$ cat src/rtl/archer_projectile_ctl_if.sv
// rtl/archer_projectile_ctl_if.sv - archer projectile controller signal bundle
// master drives aim/fire/frame inputs; slave is the controller.
interface archer_projectile_ctl_if;
  logic [1:0]  i_game_active;
  logic        i_mouse_clicked;
  logic [11:0] i_mouse_x;
  logic [11:0] i_mouse_y;
  logic [11:0] i_archer_x;
  logic [11:0] i_archer_y;
  logic        i_archer_flip;
  logic        i_frame_tick;
  logic        i_hit;
  logic [11:0] o_pos_x_proj;
  logic [11:0] o_pos_y_proj;
  logic        o_projectile_active;
  logic        o_projectile_animated;
  logic        o_flip_hor_archer;
  logic [2:0]  o_direction_sector;
  logic        o_cooldown_busy;

  modport master (
    output i_game_active, i_mouse_clicked, i_mouse_x, i_mouse_y,
           i_archer_x, i_archer_y, i_archer_flip, i_frame_tick, i_hit,
    input  o_pos_x_proj, o_pos_y_proj, o_projectile_active,
           o_projectile_animated, o_flip_hor_archer, o_direction_sector,
           o_cooldown_busy
  );

  modport slave (
    input  i_game_active, i_mouse_clicked, i_mouse_x, i_mouse_y,
           i_archer_x, i_archer_y, i_archer_flip, i_frame_tick, i_hit,
    output o_pos_x_proj, o_pos_y_proj, o_projectile_active,
           o_projectile_animated, o_flip_hor_archer, o_direction_sector,
           o_cooldown_busy
  );
endinterface

$ cat src/rtl/archer_projectile_ctl.sv
// rtl/archer_projectile_ctl.sv - single projectile launch/flight/cooldown sequencer
// Optional macro ARCHER_PROJ_GRAVITY_EN adds per-frame gravity and sector re-evaluation.
module archer_projectile_ctl #(
  parameter int H_RES           = 1024,
  parameter int V_RES           = 768,
  parameter int SPEED           = 8,
  parameter int SPEED_DIAG      = 6,
  parameter int MAX_FRAMES      = 90,
  parameter int COOLDOWN_FRAMES = 20
) (
  input  logic                    clk,
  input  logic                    rst,
  archer_projectile_ctl_if.slave  bus
);

  typedef enum logic [1:0] {S_IDLE, S_AIM, S_FLIGHT, S_COOLDOWN} state_t;

  localparam logic signed [12:0] X_MAX = 13'(H_RES - 1);
  localparam logic signed [12:0] Y_MAX = 13'(V_RES - 1);
  localparam logic signed [12:0] V_S   = 13'(SPEED);
  localparam logic signed [12:0] V_D   = 13'(SPEED_DIAG);

  state_t             r_state, w_next;
  logic               r_click_d;
  logic signed [12:0] r_dx, r_dy, r_vx, r_vy;
  logic [11:0]        r_px, r_py;
  logic [15:0]        r_fcnt, r_ccnt;
  logic               r_active, r_animated, r_flip, r_busy;
  logic [2:0]         r_sector;

  logic               w_play, w_fire, w_out, w_move;
  logic signed [12:0] w_nx, w_ny, w_vx, w_vy;
  logic [2:0]         w_sec;

  // 5:2 slope rule; dy is positive upward
  function automatic logic [2:0] classify(input logic signed [12:0] dx,
                                          input logic signed [12:0] dy,
                                          input logic flip);
    logic signed [14:0] sx, sy;
    logic [14:0]        ax, ay;
    logic [17:0]        ax5, ay5, ax2, ay2;
    sx  = {{2{dx[12]}}, dx};
    sy  = {{2{dy[12]}}, dy};
    ax  = sx[14] ? 15'(-sx) : 15'(sx);
    ay  = sy[14] ? 15'(-sy) : 15'(sy);
    ax5 = 18'(ax) * 18'd5;
    ay5 = 18'(ay) * 18'd5;
    ax2 = {2'b00, ax, 1'b0};
    ay2 = {2'b00, ay, 1'b0};
    if (dx == 13'sd0 && dy == 13'sd0) return flip ? 3'd4 : 3'd0;
    if (ay5 <= ax2) return dx[12] ? 3'd4 : 3'd0;
    if (ax5 <= ay2) return (dy > 13'sd0) ? 3'd2 : 3'd6;
    if (!dx[12]) return (dy > 13'sd0) ? 3'd1 : 3'd7;
    return (dy > 13'sd0) ? 3'd3 : 3'd5;
  endfunction

  assign w_play = |bus.i_game_active;
  assign w_fire = w_play && (r_state == S_IDLE) && bus.i_mouse_clicked && !r_click_d;
  assign w_nx   = $signed({1'b0, r_px}) + r_vx;
  assign w_ny   = $signed({1'b0, r_py}) + r_vy;
  assign w_out  = (w_nx < 13'sd0) || (w_nx > X_MAX) || (w_ny < 13'sd0) || (w_ny > Y_MAX);
  assign w_move = w_play && (r_state == S_FLIGHT) && bus.i_frame_tick && !bus.i_hit && !w_out;
  assign w_sec  = classify(r_dx, r_dy, bus.i_archer_flip);

`ifdef ARCHER_PROJ_GRAVITY_EN
  logic signed [12:0] w_vy_g;
  assign w_vy_g = (r_vy >= V_S) ? r_vy : r_vy + 13'sd1;
`endif

  // screen y grows downward, so upward sectors get negative vy
  always_comb begin
    w_vx = 13'sd0;
    w_vy = 13'sd0;
    case (w_sec)
      3'd0: w_vx = V_S;
      3'd1: begin w_vx = V_D;  w_vy = -V_D; end
      3'd2: w_vy = -V_S;
      3'd3: begin w_vx = -V_D; w_vy = -V_D; end
      3'd4: w_vx = -V_S;
      3'd5: begin w_vx = -V_D; w_vy = V_D;  end
      3'd6: w_vy = V_S;
      default: begin w_vx = V_D; w_vy = V_D; end
    endcase
  end

  always_comb begin
    w_next = r_state;
    if (!w_play) begin
      w_next = S_IDLE;
    end else begin
      case (r_state)
        S_IDLE:   if (w_fire) w_next = S_AIM;
        S_AIM:    w_next = S_FLIGHT;
        S_FLIGHT: begin
          if (bus.i_hit) w_next = S_COOLDOWN;
          else if (bus.i_frame_tick &&
                   (w_out || (r_fcnt + 16'd1 >= 16'(MAX_FRAMES)))) w_next = S_COOLDOWN;
        end
        default:  if (bus.i_frame_tick && r_ccnt == 16'(COOLDOWN_FRAMES - 1)) w_next = S_IDLE;
      endcase
    end
  end

  always_ff @(posedge clk or posedge rst) begin
    if (rst) r_state <= S_IDLE;
    else     r_state <= w_next;
  end

  always_ff @(posedge clk or posedge rst) begin
    if (rst) begin
      r_click_d <= 1'b0;
      r_dx <= '0; r_dy <= '0; r_vx <= '0; r_vy <= '0;
      r_px <= '0; r_py <= '0; r_fcnt <= '0; r_ccnt <= '0;
      r_active <= 1'b0; r_animated <= 1'b0; r_flip <= 1'b0; r_busy <= 1'b0;
      r_sector <= '0;
    end else begin
      r_click_d <= bus.i_mouse_clicked;
      if (!w_play) begin
        r_active   <= 1'b0;
        r_animated <= 1'b0;
        r_busy     <= 1'b0;
      end else begin
        if (w_fire) begin
          r_px <= bus.i_archer_x;
          r_py <= bus.i_archer_y;
          r_dx <= $signed({1'b0, bus.i_mouse_x}) - $signed({1'b0, bus.i_archer_x});
          r_dy <= $signed({1'b0, bus.i_archer_y}) - $signed({1'b0, bus.i_mouse_y});
        end
        if (r_state == S_AIM) begin
          r_sector <= w_sec;
          r_flip   <= (w_sec == 3'd3) || (w_sec == 3'd4) || (w_sec == 3'd5);
          r_vx     <= w_vx;
          r_vy     <= w_vy;
          r_active <= 1'b1;
          r_fcnt   <= '0;
        end
        if (w_move) begin
          r_px       <= w_nx[11:0];
          r_py       <= w_ny[11:0];
          r_fcnt     <= r_fcnt + 16'd1;
          r_animated <= 1'b1;
`ifdef ARCHER_PROJ_GRAVITY_EN
          r_vy       <= w_vy_g;
          r_sector   <= classify(r_vx, -w_vy_g, r_flip);
`endif
        end
        // later assignment overrides the move flags when the last frame expires
        if (r_state == S_FLIGHT && w_next == S_COOLDOWN) begin
          r_active   <= 1'b0;
          r_animated <= 1'b0;
          r_busy     <= 1'b1;
          r_ccnt     <= '0;
        end
        if (r_state == S_COOLDOWN && bus.i_frame_tick) begin
          if (w_next == S_IDLE) r_busy <= 1'b0;
          else                  r_ccnt <= r_ccnt + 16'd1;
        end
      end
    end
  end

  assign bus.o_pos_x_proj          = r_px;
  assign bus.o_pos_y_proj          = r_py;
  assign bus.o_projectile_active   = r_active;
  assign bus.o_projectile_animated = r_animated;
  assign bus.o_flip_hor_archer     = r_flip;
  assign bus.o_direction_sector    = r_sector;
  assign bus.o_cooldown_busy       = r_busy;

endmodule

$ cat src/flat_wrapper.sv
// flat-port wrapper written by rule: the top's interface ports become plain ports
module archer_projectile_ctl_flat 
#(
  parameter int H_RES           = 1024,
  parameter int V_RES           = 768,
  parameter int SPEED           = 8,
  parameter int SPEED_DIAG      = 6,
  parameter int MAX_FRAMES      = 90,
  parameter int COOLDOWN_FRAMES = 20
)
  (clk, rst, bus_i_game_active, bus_i_mouse_clicked, bus_i_mouse_x, bus_i_mouse_y, bus_i_archer_x, bus_i_archer_y, bus_i_archer_flip, bus_i_frame_tick, bus_i_hit, bus_o_pos_x_proj, bus_o_pos_y_proj, bus_o_projectile_active, bus_o_projectile_animated, bus_o_flip_hor_archer, bus_o_direction_sector, bus_o_cooldown_busy);
  archer_projectile_ctl_if bus_i ();
  input  logic clk;
  input  logic rst;
  input wire logic [$bits(bus_i.i_game_active)-1:0] bus_i_game_active;
  input wire logic [$bits(bus_i.i_mouse_clicked)-1:0] bus_i_mouse_clicked;
  input wire logic [$bits(bus_i.i_mouse_x)-1:0] bus_i_mouse_x;
  input wire logic [$bits(bus_i.i_mouse_y)-1:0] bus_i_mouse_y;
  input wire logic [$bits(bus_i.i_archer_x)-1:0] bus_i_archer_x;
  input wire logic [$bits(bus_i.i_archer_y)-1:0] bus_i_archer_y;
  input wire logic [$bits(bus_i.i_archer_flip)-1:0] bus_i_archer_flip;
  input wire logic [$bits(bus_i.i_frame_tick)-1:0] bus_i_frame_tick;
  input wire logic [$bits(bus_i.i_hit)-1:0] bus_i_hit;
  output wire logic [$bits(bus_i.o_pos_x_proj)-1:0] bus_o_pos_x_proj;
  output wire logic [$bits(bus_i.o_pos_y_proj)-1:0] bus_o_pos_y_proj;
  output wire logic [$bits(bus_i.o_projectile_active)-1:0] bus_o_projectile_active;
  output wire logic [$bits(bus_i.o_projectile_animated)-1:0] bus_o_projectile_animated;
  output wire logic [$bits(bus_i.o_flip_hor_archer)-1:0] bus_o_flip_hor_archer;
  output wire logic [$bits(bus_i.o_direction_sector)-1:0] bus_o_direction_sector;
  output wire logic [$bits(bus_i.o_cooldown_busy)-1:0] bus_o_cooldown_busy;
  assign bus_i.i_game_active = bus_i_game_active;
  assign bus_i.i_mouse_clicked = bus_i_mouse_clicked;
  assign bus_i.i_mouse_x = bus_i_mouse_x;
  assign bus_i.i_mouse_y = bus_i_mouse_y;
  assign bus_i.i_archer_x = bus_i_archer_x;
  assign bus_i.i_archer_y = bus_i_archer_y;
  assign bus_i.i_archer_flip = bus_i_archer_flip;
  assign bus_i.i_frame_tick = bus_i_frame_tick;
  assign bus_i.i_hit = bus_i_hit;
  assign bus_o_pos_x_proj = bus_i.o_pos_x_proj;
  assign bus_o_pos_y_proj = bus_i.o_pos_y_proj;
  assign bus_o_projectile_active = bus_i.o_projectile_active;
  assign bus_o_projectile_animated = bus_i.o_projectile_animated;
  assign bus_o_flip_hor_archer = bus_i.o_flip_hor_archer;
  assign bus_o_direction_sector = bus_i.o_direction_sector;
  assign bus_o_cooldown_busy = bus_i.o_cooldown_busy;
  archer_projectile_ctl #(.H_RES(H_RES), .V_RES(V_RES), .SPEED(SPEED), .SPEED_DIAG(SPEED_DIAG), .MAX_FRAMES(MAX_FRAMES), .COOLDOWN_FRAMES(COOLDOWN_FRAMES)) u_core (.clk(clk), .rst(rst), .bus(bus_i));
endmodule
$ cat config.mk
export PLATFORM = sky130hd
export DESIGN_NAME = archer_projectile_ctl_flat
export DESIGN_NICKNAME = d
export VERILOG_FILES = /design/src/rtl/archer_projectile_ctl_if.sv /design/src/rtl/archer_projectile_ctl.sv /design/src/flat_wrapper.sv
export SDC_FILE = /design/constraint.sdc
export NUM_CORES = 1
export LEC_CHECK = 0
export ABC_AREA = 1
export CORE_ASPECT_RATIO = 0.7
export CORE_MARGIN = 5
export CORE_UTILIZATION = 55
export DETAILED_ROUTE_END_ITERATION = 8
export PLACE_DENSITY = 0.77
export SLEW_MARGIN = 20
export SYNTH_ARGS = -nofsm -noshare
export SYNTH_HDL_FRONTEND = slang
export SYNTH_SLANG_ARGS = --single-unit
$ cat constraint.sdc
create_clock -name clk -period 7.5 [get_ports clk]
set_input_delay 1.5 -clock clk [delete_from_list [all_inputs] [get_ports clk]]
set_output_delay 1.5 -clock clk [all_outputs]
set_load 0.03 [all_outputs]
==> results of run 1 <==
[final cells by class]
class | count | area, um^2 | share of cell area, %
clock buffers | 9 | 225 | 2.00
clock inverters | 6 | 90.1 | 0.800
inverters | 243 | 915 | 8.12
multi-input cells | 1059 | 6400 | 56.9
flip-flops and latches | 98 | 2450 | 21.8
well taps | 231 | 289 | 2.57
repair buffers | 89 | 887 | 7.88
[synthesized netlist by cell type, types with 5 or more instances]
library cell    n  area share [%]
nor4_1          6            0.38
fa_1            6             1.2
a21o_1          5            0.38
a31oi_1         6            0.38
inv_1         235             9.0
xor2_1         61             5.4
o21bai_1        8            0.61
or2_2          10            0.64
nand3_1       113             5.7
nor3_1         25             1.3
ha_1          124              16
o22ai_1        15            0.95
nand2_1       332              13
o31ai_1         8            0.61
o221ai_1        8            0.71
xnor2_1        12             1.1
o211ai_1        7            0.53
dfrtp_1        98              25
o21ai_1         5            0.25
o21ai_0        59             3.0
nor2_1        103             3.9
clkbuf_1       13            0.50
a21oi_1        69             3.5
nand3_2         5            0.51
nand4_1        24             1.5
[through the flow]
stage,util [%],hold slack [ns]
after floorplan,-,0.469
after global placement,63.0,0.462
after detailed placement,63.0,0.486
after CTS,64.8,0.502
after global routing,64.8,0.531
final,64.8,0.495
[kinds of logic after synthesis]
logic type | after synthesis | share of synthesized area, %
compound gates | 203 | 12.1
xor+xnor | 74 | 6.66
fa+ha+maj | 130 | 17.0
buf+inv | 263 | 10.3
flops | 98 | 24.9
other cells | 2 | 0.0763
simple gates | 642 | 28.9
[critical path: cells and delay by family, from the launching register on]
kind                       cells  cell delay, ns
AOI/OAI and AO/OA              6            0.85
xor gates and xnor gates       2            0.41
adders and majority gates      4            1.28
buffers and inverters          2            0.14
DFF                            1            0.44
and+or+nand+nor               18            2.23
[path summary, 6_finish.rpt]
| check | from | to | slack (ns) | cells past startpoint |
|---|---|---|---|---|
| min in group asynchronous | rst | u_core.r_fcnt[14] | 1.44 | 2 |
| worst min register to register | u_core.bus.o_pos_x_proj[0] | u_core.bus.o_pos_x_proj[0] | 0.50 | 2 |
| worst min-delay path | u_core.bus.o_pos_x_proj[0] | u_core.bus.o_pos_x_proj[0] | 0.50 | 2 |
| worst max-delay path | u_core.r_dy[0] | u_core.r_vx[2] | 2.06 | 32 |
| max in group asynchronous | rst | u_core.bus.o_pos_y_proj[0] | 5.06 | 3 |
| worst max register to register | u_core.r_dy[0] | u_core.r_vx[2] | 2.06 | 32 |
[per-layer routing]
metal	track usage [%]	vias to the layer above	wire, um
met2	35.7	362	9990
met4	5.93	2	436
li1	-	4800	-
met1	40.3	4229	13500
met5	0	-	7
met3	5.74	34	2350
[flip-flops by register name, summed over array words and instances, names as in the netlist, 2 cells and up]
register	count
u_core.bus.o_pos_x_proj	12
u_core.r_dx	13
u_core.r_ccnt	16
u_core.r_fcnt	16
u_core.r_vy	3
u_core.r_dy	13
u_core.r_vx	3
u_core.bus.o_pos_y_proj	12
u_core.bus.o_direction_sector	3
u_core.r_state	2
==> out/metrics.yaml, run 1 <==
timing:
  tightestPinTransition_ns: 0.758
  period_minus_slack_ns: 5.44
  setup_viol: 0
  fmax_mhz: 184
  relSlewSlack_pct: 49.4
  fin_skew_ns: 0.00893
  hold_viol: 0
  drv_slew: 0
  layout_setup_ws_ns: 2.06
  rsz0062_at_grt: "false"
  fin_tns_setup_ns: 0
  fin_crit_sh_pct: 72.6
die:
  die_w_um: 170
  coreArea_um2: 17400
  io_pins: 87
  num_rows: 40
  die_height_um: 122
  dieArea_um2: 20700
  initial_core_util_pct: 56.6
yosys:
  ys_seq_elements: 98
  seq_area_frac_synth_pct: 24.9
  synth_edf_count: 0
  avgSynthCellArea_um2: 6.97
  async_flop_share_pct: 100
  synth.lib_cells_used.distinct: 55
  syn_inst: 1412
  netlist_area_um2: 9840
  synth_flop_cell: "dfrtp_1"
  synth_warnings: 0
grt:
  overflow: 0
  grt_pass1_wl_um: 43500
  antenna_found_initial: 1
  grt_max_degree: 80
  grtUsageTotal_pct: 25.8
  grt_pass1_vias: 8727
finish:
  fillCellCount: 1561
  mostFrequentLayoutCell: "nand2_1"
  finalNonFillerCells: 1735
  nets: 1686
  final_layout_size_suffix_gt1_share_pct: 3.72
  syn_to_final_growth_pct: 14.5
  n_antenna_cell: 0
  finalInstanceArea_um2: 11300
  final_cell_mix: "nand2_1 (332), inv_1 (234), ha_1 (124)"
place:
  dpl_cell_area_um2: 10900
  dp_cells: 1720
  port_buffers: 86
  place.gp.congestion: 0.960
  post-place-ws_ns: 2.19
  post-dp-hpwl_um: 21100
route:
  viasPerCell: 5.43
  drt_iter0_drc: 921
  wirelength_um: 26300
  vias: 9427
  wl_per_cell_um: 15.1
  drc: 0
  postRouteAntennaNets: 0
  drt_first_pass_iters: 6
setup_path:
  critPathMaxFanout: 5
  crit_arrival_ns: 5.69
  cp_slowest_cell: "dfrtp_1"
  worstSetupEndpointType: "register"
  start_kind: "register"
  required_ns: 7.75
  max_stage_delay_ns: 0.44
  crit_path_frequent_cell: "nand2_1"
  path_class: "register to register"
clocking:
  cts_buffers: 9
  clk_path_buf_depth: 2
  cts_max_level: 3
  cts_resized: 0
  cts_tree: "yes"
  post_cts_buffers: 0
  root_buffer: "clkbuf_16"
  cts_sinks: 98
  clk_pin_slew_ns: 0.07
  clkLatencyLatePin_ns: 0.35
  postCtsHoldBufs: 0
run:
  cap_violations: 0
worst_hold_path:
  worstHoldPathType: "register to register"
status:
  status: "finished clean"
Power of run 1 is not shown: default switching activity piles up to over one toggle a cycle in this logic, so the estimate is an artifact.
==> run 2: changes to the inputs <==
Clock period 7.5 ns to 5.58 ns, I/O delays scaled along.
==> out/metrics.yaml, run 2 (synthesized netlist as in run 1, its figures left out) <==
status:
  status: "finished clean"
die:
  num_rows: 40
  coreArea_um2: 17400
  die_w_um: 170
  die_height_um: 122
  initial_core_util_pct: 56.6
  dieArea_um2: 20700
  io_pins: 87
finish:
  top_regs: "u_core.r_ccnt (16), u_core.r_fcnt (16)"
  final_cell_mix: "nand2_1 (332), inv_1 (234), ha_1 (123)"
  nets: 1698
  n_antenna_cell: 0
  syn_to_final_growth_pct: 16.1
  final_layout_size_suffix_gt1_share_pct: 5.67
  mostFrequentLayoutCell: "nand2_1"
clocking:
  clk_pin_slew_ns: 0.07
  postCtsHoldBufs: 0
  clkLatencyLatePin_ns: 0.36
  cts_max_level: 3
  cts_sinks: 98
  cts_buffers: 9
  clk_path_buf_depth: 2
  root_buffer: "clkbuf_16"
  cts_tree: "yes"
setup_path:
  critPathMaxFanout: 5
  crit_arrival_ns: 5.50
  crit_path_frequent_cell: "nand2_1"
  r2r_cells: 35
  required_ns: 5.88
  worstSetupEndpointType: "register"
  cp_slowest_cell: "dfrtp_2"
  start_kind: "register"
  ff2ff_setup_slack_ns: 0.38
  max_stage_delay_ns: 0.46
  path_class: "register to register"
place:
  post-dp-hpwl_um: 21900
  port_buffers: 86
  post-place-ws_ns: 0.273
  place.gp.congestion: 0.964
route:
  wl_per_cell_um: 15.8
  viasPerCell: 5.55
  postRouteAntennaNets: 0
  drt_first_pass_iters: 6
  wirelength_um: 27500
  drc: 0
  drt_iter0_drc: 1177
  vias: 9710
timing:
  relSlewSlack_pct: 51.2
  drv_slew: 0
  fin_crit_sh_pct: 93.2
  hold_viol: 0
  layout_setup_ws_ns: 0.382
  tightestPinTransition_ns: 0.732
  fmax_mhz: 192
  setup_viol: 0
  fin_skew_ns: 0.00916
  period_minus_slack_ns: 5.20
grt:
  antenna_found_initial: 0
  grt_max_degree: 58
  overflow: 0
  grt_pass1_vias: 8746
  grtUsageTotal_pct: 26.4
  grt_pass1_wl_um: 44200
worst_hold_path:
  worstHoldPathType: "register to register"
  whs_path_depth: 2
run:
  cap_violations: 0
## run 2: cell types whose count changed in the layout (fill, tap and decap cells not counted), moves of 2 or more
cell	previous run	this run
nor2_1	103	100
o21ai_0	59	56
inv_6	1	3
buf_4	2	15
nor2_2	2	5
bufinv_16	2	0
o21ai_1	5	7
xor2_1	61	55
xor2_2	1	7
## run 2: stage by stage
| step | utilization [%] | setup TNS [ns] | cells | area, um^2 | hold WS [ns] |
|---|---|---|---|---|---|
| final | 65.8 | 0 | 1748 | 11400 | 0.481 |
| after global routing | 65.8 | -0.341 | 1748 | 11400 | 0.531 |
| after CTS | 64.8 | 0 | 1739 | 11300 | 0.488 |
| after detailed placement | 63.1 | 0 | 1723 | 11000 | 0.473 |
| after global placement | 63.1 | 0 | 1723 | 11000 | 0.464 |
| after floorplan | - | 0 | 1420 | 9870 | 0.469 |
## run 2: layer usage
layer	vias up	GRT usage [%]	share of wire (%)
met5	-	0	0
met2	404	37.2	40
met1	4439	40.9	49
li1	4830	-	-
met4	0	6.03	1.8
met3	37	5.71	9.0
## run 2: worst paths after layout
| path | start | end |
|---|---|---|
| min in group asynchronous | rst | u_core.bus.o_projectile_animated |
| worst min-delay path | u_core.bus.o_pos_x_proj[0] | u_core.bus.o_pos_x_proj[0] |
| max in group asynchronous | rst | u_core.bus.o_pos_x_proj[4] |
| worst max register to register | u_core.r_dy[0] | u_core.r_vx[3] |
| worst min register to register | u_core.bus.o_pos_x_proj[0] | u_core.bus.o_pos_x_proj[0] |
| worst max-delay path | u_core.r_dy[0] | u_core.r_vx[3] |
## run 2: cell type report
class	count	area, um^2
multi-input combinational	1059	6500
fill	1577	5940
sequential	98	2450
timing repair buffer	101	973
inverter	243	915
tap	231	289
clock buffer	10	239
clock inverter	6	55.1
## run 2: critical path: cells and delay by family, from the launching register on
family          cells  cell delay [ns]
compound gates      6             0.83
fa+ha+maj           4             1.24
simple gates       20             2.13
buf+inv             3             0.19
flops               1             0.46
xor+xnor            2             0.31
## run 2: what timing repair did
action,4_1_cts,5_1_grt
setup buffers,0,9
gates resized for setup,0,21
endpoints found under the setup margin,0,10
Power of run 2 is left out for the same reason.
==> run 3: changes to the inputs <==
Settings changed: SKIP_LAST_GASP set to 1.
==> results of run 3 <==
The final DEF is identical to that of run 2; final timing and power are the same.
Power of run 3 is left out for the same reason.
